===== src/rtl/count_sched_pkg.sv =====
// Shared state encoding and parameter defaults for the count_sched block.
package count_sched_pkg;

  localparam int unsigned WIDTH_DEF = 4;
  localparam int unsigned NREQ_DEF  = 2;

  typedef enum logic [1:0] {
    IDLE = 2'd0,
    RUN  = 2'd1,
    DONE = 2'd2
  } state_e;

endpackage


===== src/rtl/count_sched_count_unit.sv =====
// Shared counter: clears to zero and captures a terminal value together,
// then counts up while enabled and flags when the terminal value is reached.
module count_unit
  import count_sched_pkg::*;
#(
  parameter int unsigned WIDTH = WIDTH_DEF
) (
  input  logic             clk,
  input  logic             rst,
  input  logic             clr_i,
  input  logic             en_i,
  input  logic [WIDTH-1:0] limit_i,
  output logic [WIDTH-1:0] count_o,
  output logic             at_limit_o
);

  logic [WIDTH-1:0] count_q, count_d;
  logic [WIDTH-1:0] limit_q, limit_d;

  // Next count/limit: clear wins over enable; otherwise hold.
  always_comb begin
    count_d = count_q;
    limit_d = limit_q;
    if (clr_i) begin
      count_d = '0;
      limit_d = limit_i;
    end else if (en_i) begin
      count_d = count_q + WIDTH'(1);
    end
  end

  // Counter and limit registers with synchronous active-low reset.
  always_ff @(posedge clk) begin
    if (!rst) begin
      count_q <= '0;
      limit_q <= '0;
    end else begin
      count_q <= count_d;
      limit_q <= limit_d;
    end
  end

  assign count_o    = count_q;
  assign at_limit_o = (count_q == limit_q);

endmodule


===== src/rtl/count_sched.sv =====
// Two-requester round-robin scheduler driving one shared counter.
// A winner runs the counter from 0 to its latched length, gets a one-cycle
// done pulse, and the pointer then favours the other requester.
module count_sched
  import count_sched_pkg::*;
#(
  parameter int unsigned WIDTH = WIDTH_DEF,
  parameter int unsigned NREQ  = NREQ_DEF
) (
  input  logic             clk,
  input  logic             rst,
  input  logic [NREQ-1:0]  req,
  input  logic [WIDTH-1:0] len0,
  input  logic [WIDTH-1:0] len1,
  output logic [NREQ-1:0]  gnt,
  output logic             busy,
  output logic [WIDTH-1:0] count,
  output logic [NREQ-1:0]  done
);

  state_e           state_q;
  logic [NREQ-1:0]  gnt_q;
  logic [NREQ-1:0]  done_q;
  logic             busy_q;
  logic             win_q;
  logic             ptr_q;

  logic             win_d;
  logic             cnt_clr;
  logic             cnt_en;
  logic             at_limit;
  logic [WIDTH-1:0] limit_sel;

  // Arbitration and counter controls decoded from registered state.
  always_comb begin
    win_d     = (req[0] && req[1]) ? ptr_q : req[1];
    limit_sel = win_d ? len1 : len0;
    cnt_clr   = (state_q == IDLE) && (|req);
    cnt_en    = (state_q == RUN) && req[win_q] && !at_limit;
  end

  count_unit #(
    .WIDTH (WIDTH)
  ) u_count (
    .clk        (clk),
    .rst        (rst),
    .clr_i      (cnt_clr),
    .en_i       (cnt_en),
    .limit_i    (limit_sel),
    .count_o    (count),
    .at_limit_o (at_limit)
  );

  // Scheduler FSM; all outputs are registered alongside the state.
  always_ff @(posedge clk) begin
    if (!rst) begin
      state_q <= IDLE;
      gnt_q   <= '0;
      done_q  <= '0;
      busy_q  <= 1'b0;
      win_q   <= 1'b0;
      ptr_q   <= 1'b0;
    end else begin
      case (state_q)
        IDLE: begin
          if (|req) begin
            state_q <= RUN;
            win_q   <= win_d;
            gnt_q   <= NREQ'(1) << win_d;
            busy_q  <= 1'b1;
          end
        end
        RUN: begin
          // A dropped request aborts before the limit test so no pulse fires.
          if (!req[win_q]) begin
            state_q <= IDLE;
            gnt_q   <= '0;
            busy_q  <= 1'b0;
            ptr_q   <= ~win_q;
          end else if (at_limit) begin
            state_q <= DONE;
            done_q  <= gnt_q;
          end
        end
        DONE: begin
          state_q <= IDLE;
          gnt_q   <= '0;
          done_q  <= '0;
          busy_q  <= 1'b0;
          ptr_q   <= ~win_q;
        end
        default: begin
          state_q <= IDLE;
          gnt_q   <= '0;
          done_q  <= '0;
          busy_q  <= 1'b0;
        end
      endcase
    end
  end

  assign gnt  = gnt_q;
  assign done = done_q;
  assign busy = busy_q;

endmodule

===== config.mk =====
export PLATFORM = sky130hd
export DESIGN_NAME = count_sched
export DESIGN_NICKNAME = d
export VERILOG_FILES = /design/src/rtl/count_sched_pkg.sv /design/src/rtl/count_sched_count_unit.sv /design/src/rtl/count_sched.sv
export SDC_FILE = /design/constraint.sdc
export NUM_CORES = 1
export LEC_CHECK = 0
export ABC_AREA = 1
export BUFFER_PORTS_ARGS = -buffer_cell sky130_fd_sc_hd__clkbuf_2
export CORE_MARGIN = 2
export CORE_UTILIZATION = 40
export DETAILED_ROUTE_END_ITERATION = 8
export GPL_TIMING_DRIVEN = 0
export PLACE_DENSITY = 0.65
export SYNTH_ARGS = -nofsm -noshare
export SYNTH_HDL_FRONTEND = slang
export SYNTH_SLANG_ARGS = --single-unit

===== constraint.sdc =====
create_clock -name clk -period 1.45 [get_ports clk]
set_input_delay 0.29 -clock clk [delete_from_list [all_inputs] [get_ports clk]]
set_output_delay 0.29 -clock clk [all_outputs]
set_load 0.01 [all_outputs]

==> run_results.csv, run 1 <==
group,metric,value,unit
status,status,"finished, final reports clean",
timing,maxSlewViolCount,0,
worst_setup_path,cp.arrival,1.57,ns
worst_setup_path,endpoint_kind,"flip-flop",
die,initial_core_util,41.7,%
worst_setup_path,crit_slowest_cell,"dfxtp_1",
die,ios,21,
clocking,cts_setup_buffers,0,
worst_setup_path,path_class,"reg2reg",
global_route,track_usage,15.7,%
timing,rsz0062_at_grt,"no",
clocking,cts.repair.resized,0,
route,first_pass_iters,4,
power,total_power,1.21,mW
clocking,clk_latency,0.30,ns
die,die_width,51.8,um
global_route,grt_pass1_vias,752,
clocking,cts-buffers-inserted,3,
route,postRouteAntennaNets,0,
route,vias,857,
global_route,antenna_found_initial,0,
route,drt_iter0_drc,9,
route,drt_wl_total,1830,um
die,core,0.00219,mm2
die,die_y,51.8,um
timing,fmaxAchievable,754,MHz
layout,area_growth,17.9,%
timing,finalCritPeriodShare,91.4,%
route,drc_errors,0,
placed_design,place.detailed.hpwl,1460,um
timing,clock_skew,0.00599,ns
global_route,met3_usage,2.59,%
global_route,gr-usage-met2,24.1,%
power,p_leak,0.515,nW
timing,hold_viol,0,
synth,postSynth.topFlopCell,"dfxtp_1",
clocking,clk_path_buf_depth,2,
clocking,cts_tree,"done",
power,switching_share,35.8,%
power,comb_power_share,32.0,%
placed_design,io_buffer_count,19,
clocking,cts.sinks,17,
timing,finalCriticalPeriod,1.33,ns
synth,avgSynthCellArea,6.92,um2
synth,yosysUniqueCellTypes,20,
power,power_density,1120,mW/mm2
global_route,grt-ovfl-total,0,
placed_design,place.gp.congestion,0.759,
power,seq_power_share,46.3,%
worst_setup_path,required,1.70,ns
synth,synth.cell_area,913,um2
layout,final_area,0.00108,mm2
global_route,use_met1,21.0,%
placed_design,pre_cts_slack,0.131,ns
timing,tightest_slew,0.315,ns
route,wl_per_cell,10.0,um
global_route,grt_pass1_wl,3110,um
synth,ys_async_sr_fraction,0,%
timing,slew_headroom,78.9,%
worst_setup_path,cp.buffers_inverters,2,
global_route,busiest_layer,"met2",
worst_setup_path,crit_top_cell,"nand2_2",
clocking,cts_hold_buf,0,
clocking,clk_pin_slew,0.10,ns
hold_path,hold_path_class,"in2reg",
worst_setup_path,cp_top_family,"simple AND/OR/NAND/NOR gates",
synth,ys_ff_latch,17,
layout,num_antenna_cells,0,
die,std_cell_rows,17,
die,dieArea,0.00268,mm2
worst_setup_path,crit_path_start_kind,"flip-flop",
clocking,clock-root-buffer,"clkbuf_4",
synth,ys_seq_area_share,37.3,%
timing,setup_viol,0,
synth,synth_fp_nets,147,
synth,yosys_warnings,0,
power,internal-power,775,uW
flow_run,cap_viol_max_count,0,
clocking,cts-htree-levels,1,
layout,fin_util,49.2,%
power,switchingPower,432,uW
power,ir_drop,0.000482,V
route,via_per_inst,4.68,
synth,synthCells,132,
timing,setup_ws,0.124,ns
timing,setup-tns-final,0,ns
worst_setup_path,cp_max_fo,7,
power,p_clk_share,21.7,%
global_route,grt_max_degree,10,
worst_setup_path,cp_slowest_stage_delay,0.31,ns
layout,final_nets,171,
worst_setup_path,cp_cell_sequence,"inv_1, ha_1, nand2_2, inv_2, nand2_4, nand2_2, nand3_1, nand2_1",
layout,drive_gt1_share,27.1,%
placed_design,dpl_cell_area,0.00104,mm2
synth,synth_enable_flop_cells,0,
-- per-stage QoR --
| stage | std cells | hold WS (ns) |
|---|---|---|
| 3_3_place_gp | 179 | 0.450 |
| 6_report | 183 | 0.249 |
| 5_1_grt | 183 | 0.270 |
| 3_5_place_dp | 179 | 0.454 |
| 2_1_floorplan | 132 | 0.436 |
| 4_1_cts | 183 | 0.253 |
-- cell families (layout without fill, tap and decap cells) --
kind of cell	count (synthesis)	after routing	synth area share (%)
AND/OR/NAND/NOR	69	69	35.5
XOR/XNOR	2	2	1.92
adder cells (fa/ha/maj)	3	3	4.11
AO/OA/AOI/OAI	20	20	12.2
buffers and inverters	21	44	9.04
flip-flops	17	17	37.3
-- cell usage in the layout, fill, tap and decap left out --
| cell | count |
|---|---|
| inv_2 | 6 |
| o21ai_1 | 2 |
| buf_4 | 1 |
| a21oi_2 | 1 |
| nand2_2 | 5 |
| o22ai_1 | 1 |
| nor2_4 | 4 |
| xor2_1 | 2 |
| clkbuf_2 | 19 |
| o21ai_2 | 1 |
| o31ai_1 | 1 |
| nand3_1 | 12 |
| nor2_1 | 5 |
| clkbuf_4 | 3 |
| o21ai_0 | 6 |
| a21oi_1 | 8 |
| dfxtp_1 | 17 |
| ha_1 | 3 |
| clkbuf_1 | 1 |
| inv_1 | 14 |
| nand2_4 | 2 |
| nand2_1 | 41 |
-- path summary, 6_finish.rpt --
kind | from | endpoint | slack, ns | cells past startpoint
max | state_q[1]$_SDFFE_PN0P_ | state_q[0]$_SDFFE_PN0P_ | 0.12 | 8
max reg2reg | state_q[1]$_SDFFE_PN0P_ | state_q[0]$_SDFFE_PN0P_ | 0.12 | 8
min reg2reg | ptr_q$_SDFFE_PN0P_ | ptr_q$_SDFFE_PN0P_ | 0.47 | 2
min | len1[2] | u_count.limit_q[2]$_SDFFE_PN0P_ | 0.25 | 3
-- Yosys cell counts (2+ instances only) --
cell	instances	area share, %
nand2_1	42	17
dfxtp_1	17	37
inv_1	14	5.8
nand3_1	12	6.6
a21oi_1	8	4.4
inv_2	6	2.5
o21ai_0	6	3.3
nor2_1	5	2.1
nand2_2	4	2.7
ha_1	3	4.1
nor2_4	3	3.7
nand2_4	2	2.5
o21ai_1	2	1.1
xor2_1	2	1.9
-- worst min-delay path, cell delays in order --
cell and delay (ns):
clkbuf_2 0.07, nor2_1 0.04, o22ai_1 0.10
-- sequential cells by signal, indices dropped and copies added, names as in the netlist --
name and count:
ptr_q 1, win_q 1, u_count.count_o 4, u_count.limit_q 4, done 2, gnt 2
busy 1, state_q 2
-- per-layer routing --
metal  up-vias  routed length (um)
li1        460                   -
met4         0                  37
met2        19                 815
met3         5                  81
met5         -                   0
met1       373                 899
-- power groups by stage --
| stage | sequential, mW | combinational [mW] | clock [mW] |
|---|---|---|---|
| floorplan | 0.577 | 0.278 | 0 |
| global placement | 0.568 | 0.378 | 0 |
| detailed placement | 0.570 | 0.382 | 0 |
| CTS | 0.560 | 0.384 | 0.266 |
| global route | 0.566 | 0.442 | 0.282 |
| finish | 0.559 | 0.387 | 0.262 |
-- layout make-up --
cell class                 count  area [um2]
fill                         217        1110
multi-input combinational     94         498
sequential                    17         340
timing repair buffer          19        95.1
inverter                      20        75.1
tap                           28        35.0
clock buffer                   4        26.3
buffer                         1        7.51
No activity file was read; power rests on OpenSTA's default activity.
==> inputs of run 2 (changes only) <==
CTS_BUF_LIST = sky130_fd_sc_hd__clkbuf_2 sky130_fd_sc_hd__clkbuf_4 sky130_fd_sc_hd__clkbuf_8   (was unset)
==> run 2 against run 1 <==
Net effect:
- critical path depth fell by 3
- via count did not move
- highest routed layer unchanged
- combinational power barely moved
- utilization rose by 0.17 points
- flip-flop and latch count unchanged
- count of clock-buffer cells in the layout did not move
- critical path type unchanged
- final cell count is the same
- power rose by 1.4%
- final area increased by 0.35%
==> run_results.csv, run 2 (same netlist as run 1, synthesis figures left out) <==
group,metric,value,unit
worst_setup_path,crit_path_start_kind,"flip-flop",
die,die_width,51.8,um
worst_setup_path,crit_slowest_cell,"dfxtp_1",
clocking,cts.sinks,17,
worst_setup_path,cp_max_fo,9,
power,ir_drop,0.000489,V
layout,multi_input_area,498,um2
layout,most-common-layout-cells,"nand2_1 (41), clkbuf_2 (19), dfxtp_1 (17)",
die,ios,21,
layout,nFillCells,216,
clocking,cts-buffers-inserted,3,
clocking,clock-root-buffer,"clkbuf_4",
hold_path,worstHoldPathCells,3,
power,power_density,1130,mW/mm2
worst_setup_path,cp-startpoint,"state_q[0]$_SDFFE_PN0P_",
timing,rsz0062_at_grt,"no",
layout,register_area,340,um2
worst_setup_path,rr_worst_depth,5,
worst_setup_path,cp_slowest_stage_delay,0.38,ns
worst_setup_path,cp_cell_sequence,"inv_1, ha_1, o21ai_1, nand2_2, o21ai_0",
power,p_leak,0.518,nW
global_route,antenna_found_initial,0,
global_route,grt_pass1_wl,3130,um
timing,setup_viol,0,
timing,tightest_slew,0.315,ns
worst_setup_path,path_depth,5,
timing,setup-tns-final,0,ns
timing,holdWs,0.248,ns
worst_setup_path,path_class,"reg2reg",
clocking,clk_latency,0.30,ns
die,die_y,51.8,um
route,drt_iter0_drc,12,
clocking,clk_pin_slew,0.10,ns
timing,finalCriticalPeriod,1.32,ns
worst_setup_path,cp.buffers_inverters,1,
timing,clock_skew,0.00504,ns
clocking,cts-htree-levels,1,
worst_setup_path,r2r-end,"u_count.limit_q[3]$_SDFFE_PN0P_",
layout,final_nets,171,
route,first_pass_iters,5,
layout,num_antenna_cells,0,
die,initial_core_util,41.7,%
timing,hold_viol,0,
global_route,grt_pass1_vias,752,
worst_setup_path,r2r-start,"state_q[0]$_SDFFE_PN0P_",
placed_design,place.gp.congestion,0.759,
status,status,"finished, final reports clean",
route,wl_per_cell,9.98,um
clocking,cts_tree,"done",
global_route,track_usage,15.8,%
layout,fin_util,49.3,%
die,core,0.00219,mm2
die,dieArea,0.00268,mm2
worst_setup_path,endpoint_kind,"flip-flop",
global_route,grt-ovfl-total,0,
worst_setup_path,critPathCapture,"u_count.limit_q[3]$_SDFFE_PN0P_",
global_route,grt_max_degree,10,
hold_path,hold_path_class,"in2reg",
flow_run,cap_viol_max_count,0,
route,drt_wl_total,1830,um
layout,drive_gt1_share,27.7,%
timing,fmaxAchievable,759,MHz
timing,finalCritPeriodShare,90.9,%
worst_setup_path,rrSetupSlack,0.13,ns
placed_design,io_buffer_count,19,
timing,slew_headroom,78.9,%
placed_design,place.detailed.hpwl,1460,um
route,postRouteAntennaNets,0,
worst_setup_path,required,1.68,ns
timing,maxSlewViolCount,0,
route,drc_errors,0,
die,std_cell_rows,17,
worst_setup_path,cp_top_family,"compound AO/OA/AOI/OAI gates",
worst_setup_path,cp.arrival,1.54,ns
clocking,clk_path_buf_depth,2,
layout,area_growth,18.4,%
route,vias,857,
power,total_power,1.22,mW
route,via_per_inst,4.68,
clocking,cts_hold_buf,0,
layout,mostFrequentLayoutCell,"nand2_1",
-- run 2: cell counts in the layout (fill, tap and decap cells not counted) --
No cell type changed its count.
-- run 2: stage by stage --
| stage | setup slack, ns | instances | cell area [um2] |
|---|---|---|---|
| 3_5_place_dp | 0.131 | 179 | 1040 |
| 5_1_grt | 0.00657 | 183 | 1080 |
| 2_1_floorplan | 0.304 | 132 | 913 |
| 3_3_place_gp | 0.139 | 179 | 1040 |
| 6_report | 0.132 | 183 | 1080 |
| 4_1_cts | 0.105 | 183 | 1070 |
-- run 2: tightest hold or removal path, cell delays in order --
cell	delay, ns
clkbuf_2	0.07
nor2_1	0.04
o22ai_1	0.10
-- run 2: worst min path at each step --
stage / start / end / slack, ns
after global placement: ptr_q$_SDFFE_PN0P_ / ptr_q$_SDFFE_PN0P_ / 0.45
after detailed placement: ptr_q$_SDFFE_PN0P_ / ptr_q$_SDFFE_PN0P_ / 0.45
final: len1[2] / u_count.limit_q[2]$_SDFFE_PN0P_ / 0.25
after floorplan: ptr_q$_SDFFE_PN0P_ / ptr_q$_SDFFE_PN0P_ / 0.44
after CTS: len1[2] / u_count.limit_q[2]$_SDFFE_PN0P_ / 0.25
after global routing: len1[2] / u_count.limit_q[2]$_SDFFE_PN0P_ / 0.26
-- run 2: layout make-up --
class,instances,share of cell area [%]
multi-input cells,94,46.1
flip-flops and latches,17,31.5
repair buffers,19,8.80
inverters,20,6.94
well taps,28,3.24
clock buffers,4,2.78
plain buffers,1,0.694
-- run 2: per-layer routing --
metal / track usage, % / part of all wire [%]
met4: 7.89 / 2.0
met5: 0 / 0
met1: 21.4 / 49
met2: 24.1 / 44
met3: 2.59 / 5.0
-- run 2: repair_timing --
action,4_1_cts,5_1_grt
setup endpoints to repair,0,6
setup buffers,0,0
resized for setup,0,2
-- run 2: power breakdown --
part           total (mW)  internal [mW]  switching (mW)
registers           0.560          0.526          0.0338
clock network       0.280          0.126           0.154
logic               0.385          0.142           0.243
==> inputs of run 3 (changes only) <==
CORE_UTILIZATION = 54   (was 40)
PLACE_DENSITY = 0.83   (was 0.65)
==> run 3 against run 2 <==
Net effect:
- count of clock-buffer cells in the layout fell by 1
- global-route usage is 5.6 points higher
- setup slack got worse by 0.0093 ns
- wire length is 6.5% higher
- critical path depth increased by 3
- largest cell class unchanged
- utilization rose by 20 points
- critical path type unchanged
- flip-flop and latch count is the same
- critical endpoint is now state_q[0]$_SDFFE_PN0P_
- largest power group unchanged
==> run_results.csv, run 3 (same netlist as run 1, synthesis figures left out) <==
group,metric,value,unit
status,status,"finished, final reports clean",
timing,setup-tns-final,0,ns
route,drc_errors,0,
die,core,0.00154,mm2
route,first_pass_iters,4,
hold_path,worstHoldPathCells,3,
global_route,grt_pass1_vias,802,
global_route,grt-ovfl-total,0,
hold_path,worstHoldStart,"len1[2]",
clocking,clock-root-buffer,"clkbuf_4",
route,postRouteAntennaNets,0,
clocking,clk_latency,0.29,ns
clocking,clk_pin_slew,0.10,ns
die,die_y,45.1,um
die,std_cell_rows,14,
worst_setup_path,crit_slowest_cell,"dfxtp_1",
global_route,grt_pass1_wl,3200,um
power,power_density,1130,mW/mm2
placed_design,place.detailed.hpwl,1540,um
layout,final_nets,172,
global_route,antenna_found_initial,0,
worst_setup_path,required,1.68,ns
timing,clock_skew,0.00593,ns
die,ios,21,
layout,mostFrequentLayoutCell,"nand2_1",
worst_setup_path,cp_max_fo,7,
timing,setup_ws,0.123,ns
worst_setup_path,path_class,"reg2reg",
worst_setup_path,cp-startpoint,"state_q[1]$_SDFFE_PN0P_",
power,ir_drop,0.000649,V
clocking,cts-buffers-inserted,3,
worst_setup_path,rr_worst_depth,8,
global_route,track_usage,21.3,%
route,vias,919,
timing,setup_viol,0,
worst_setup_path,cp.buffers_inverters,2,
worst_setup_path,r2r-end,"state_q[0]$_SDFFE_PN0P_",
route,wl_met2,966,um
route,wl_per_cell,11.3,um
die,dieArea,0.00204,mm2
placed_design,place.gp.congestion,0.828,
timing,holdWs,0.259,ns
route,wl_met1,822,um
timing,tightest_slew,0.277,ns
clocking,cts.sinks,17,
timing,finalCriticalPeriod,1.33,ns
timing,finalCritPeriodShare,91.5,%
timing,slew_headroom,81.5,%
timing,maxSlewViolCount,0,
worst_setup_path,crit_top_cell,"nand2_2",
layout,area_growth,16.7,%
worst_setup_path,cp.arrival,1.56,ns
flow_run,cap_viol_max_count,0,
route,via_per_inst,5.34,
placed_design,io_buffer_count,19,
worst_setup_path,cp_slowest_stage_delay,0.32,ns
power,p_leak,0.520,nW
layout,num_antenna_cells,0,
die,initial_core_util,59.3,%
timing,hold_viol,0,
clocking,cts_hold_buf,0,
global_route,grt_max_degree,11,
layout,drive_gt1_share,28.2,%
hold_path,holdPathEnd,"u_count.limit_q[2]$_SDFFE_PN0P_",
hold_path,hold_path_class,"in2reg",
placed_design,pre_cts_slack,0.130,ns
clocking,cts_tree,"done",
worst_setup_path,path_depth,8,
route,top_layer,"met4",
clocking,cts-htree-levels,1,
die,die_width,45.1,um
layout,most-common-layout-cells,"nand2_1 (42), clkbuf_2 (19), dfxtp_1 (17)",
worst_setup_path,cp_cell_sequence,"inv_1, ha_1, nand2_2, inv_2, nand2_4, nand2_2, nand3_1, nand2_1",
route,drt_wl_total,1950,um
worst_setup_path,endpoint_kind,"flip-flop",
timing,rsz0062_at_grt,"yes",
worst_setup_path,r2r-start,"state_q[1]$_SDFFE_PN0P_",
clocking,clk_path_buf_depth,2,
worst_setup_path,rrSetupSlack,0.12,ns
route,dr_wl_met3,138,um
worst_setup_path,crit_path_start_kind,"flip-flop",
route,drt_iter0_drc,34,
worst_setup_path,cp_top_family,"simple AND/OR/NAND/NOR gates",
timing,fmaxAchievable,754,MHz
==> run 3: timing repair <==
item                                   4_1_cts  5_1_grt
gates resized for setup                      0        1
endpoints found under the hold margin        0        0
setup endpoints to repair                    0        3
setup buffers                                0        1
==> run 3: worst max-delay path by stage <==
| stage | endpoint | slack [ns] |
|---|---|---|
| 4_1_cts | gnt[0]$_SDFFE_PN0P_ | 0.1 |
| 6_report | state_q[0]$_SDFFE_PN0P_ | 0.12 |
| 5_1_grt | gnt[0]$_SDFFE_PN0P_ | -0.04 |
| 3_3_place_gp | gnt[0]$_SDFFE_PN0P_ | 0.18 |
| 2_1_floorplan | done[0]$_SDFFE_PN0P_ | 0.30 |
| 3_5_place_dp | gnt[0]$_SDFFE_PN0P_ | 0.13 |
==> run 3: where the power goes <==
part	total, mW	internal, mW	switching (mW)
Sequential	0.561	0.526	0.0348
Clock	0.251	0.103	0.148
Combinational	0.394	0.147	0.246
==> run 3: through the flow <==
step	instance area, um2	cells	power (mW)	util (%)
floorplan	913	132	0.855	-
global placement	1030	167	0.939	66.7
detailed placement	1030	167	0.959	66.7
CTS	1060	171	1.21	68.5
global route	1070	172	1.29	69.2
finish	1070	172	1.21	69.2
==> run 3: metal layers <==
layer  vias to the layer above  GRT usage (%)
li1                        465              -
met1                       412           27.7
met2                        38           35.7
met3                         4           3.60
met4                         0           7.06
met5                         -              0
==> run 3: final cells by class <==
type                            instances  area, um2
Clock inverter                          1       5.00
Sequential cell                        17        340
Fill cell                             152        475
Timing Repair Buffer                   20        103
Tap cell                               16       20.0
Buffer                                  1       7.51
Multi-Input combinational cell         94        493
Inverter                               20       75.1
Clock buffer                            3       22.5
==> run 3: tightest hold or removal path, cell delays in order <==
cell and delay, ns:
clkbuf_2 0.07, nor2_1 0.03, o22ai_1 0.11
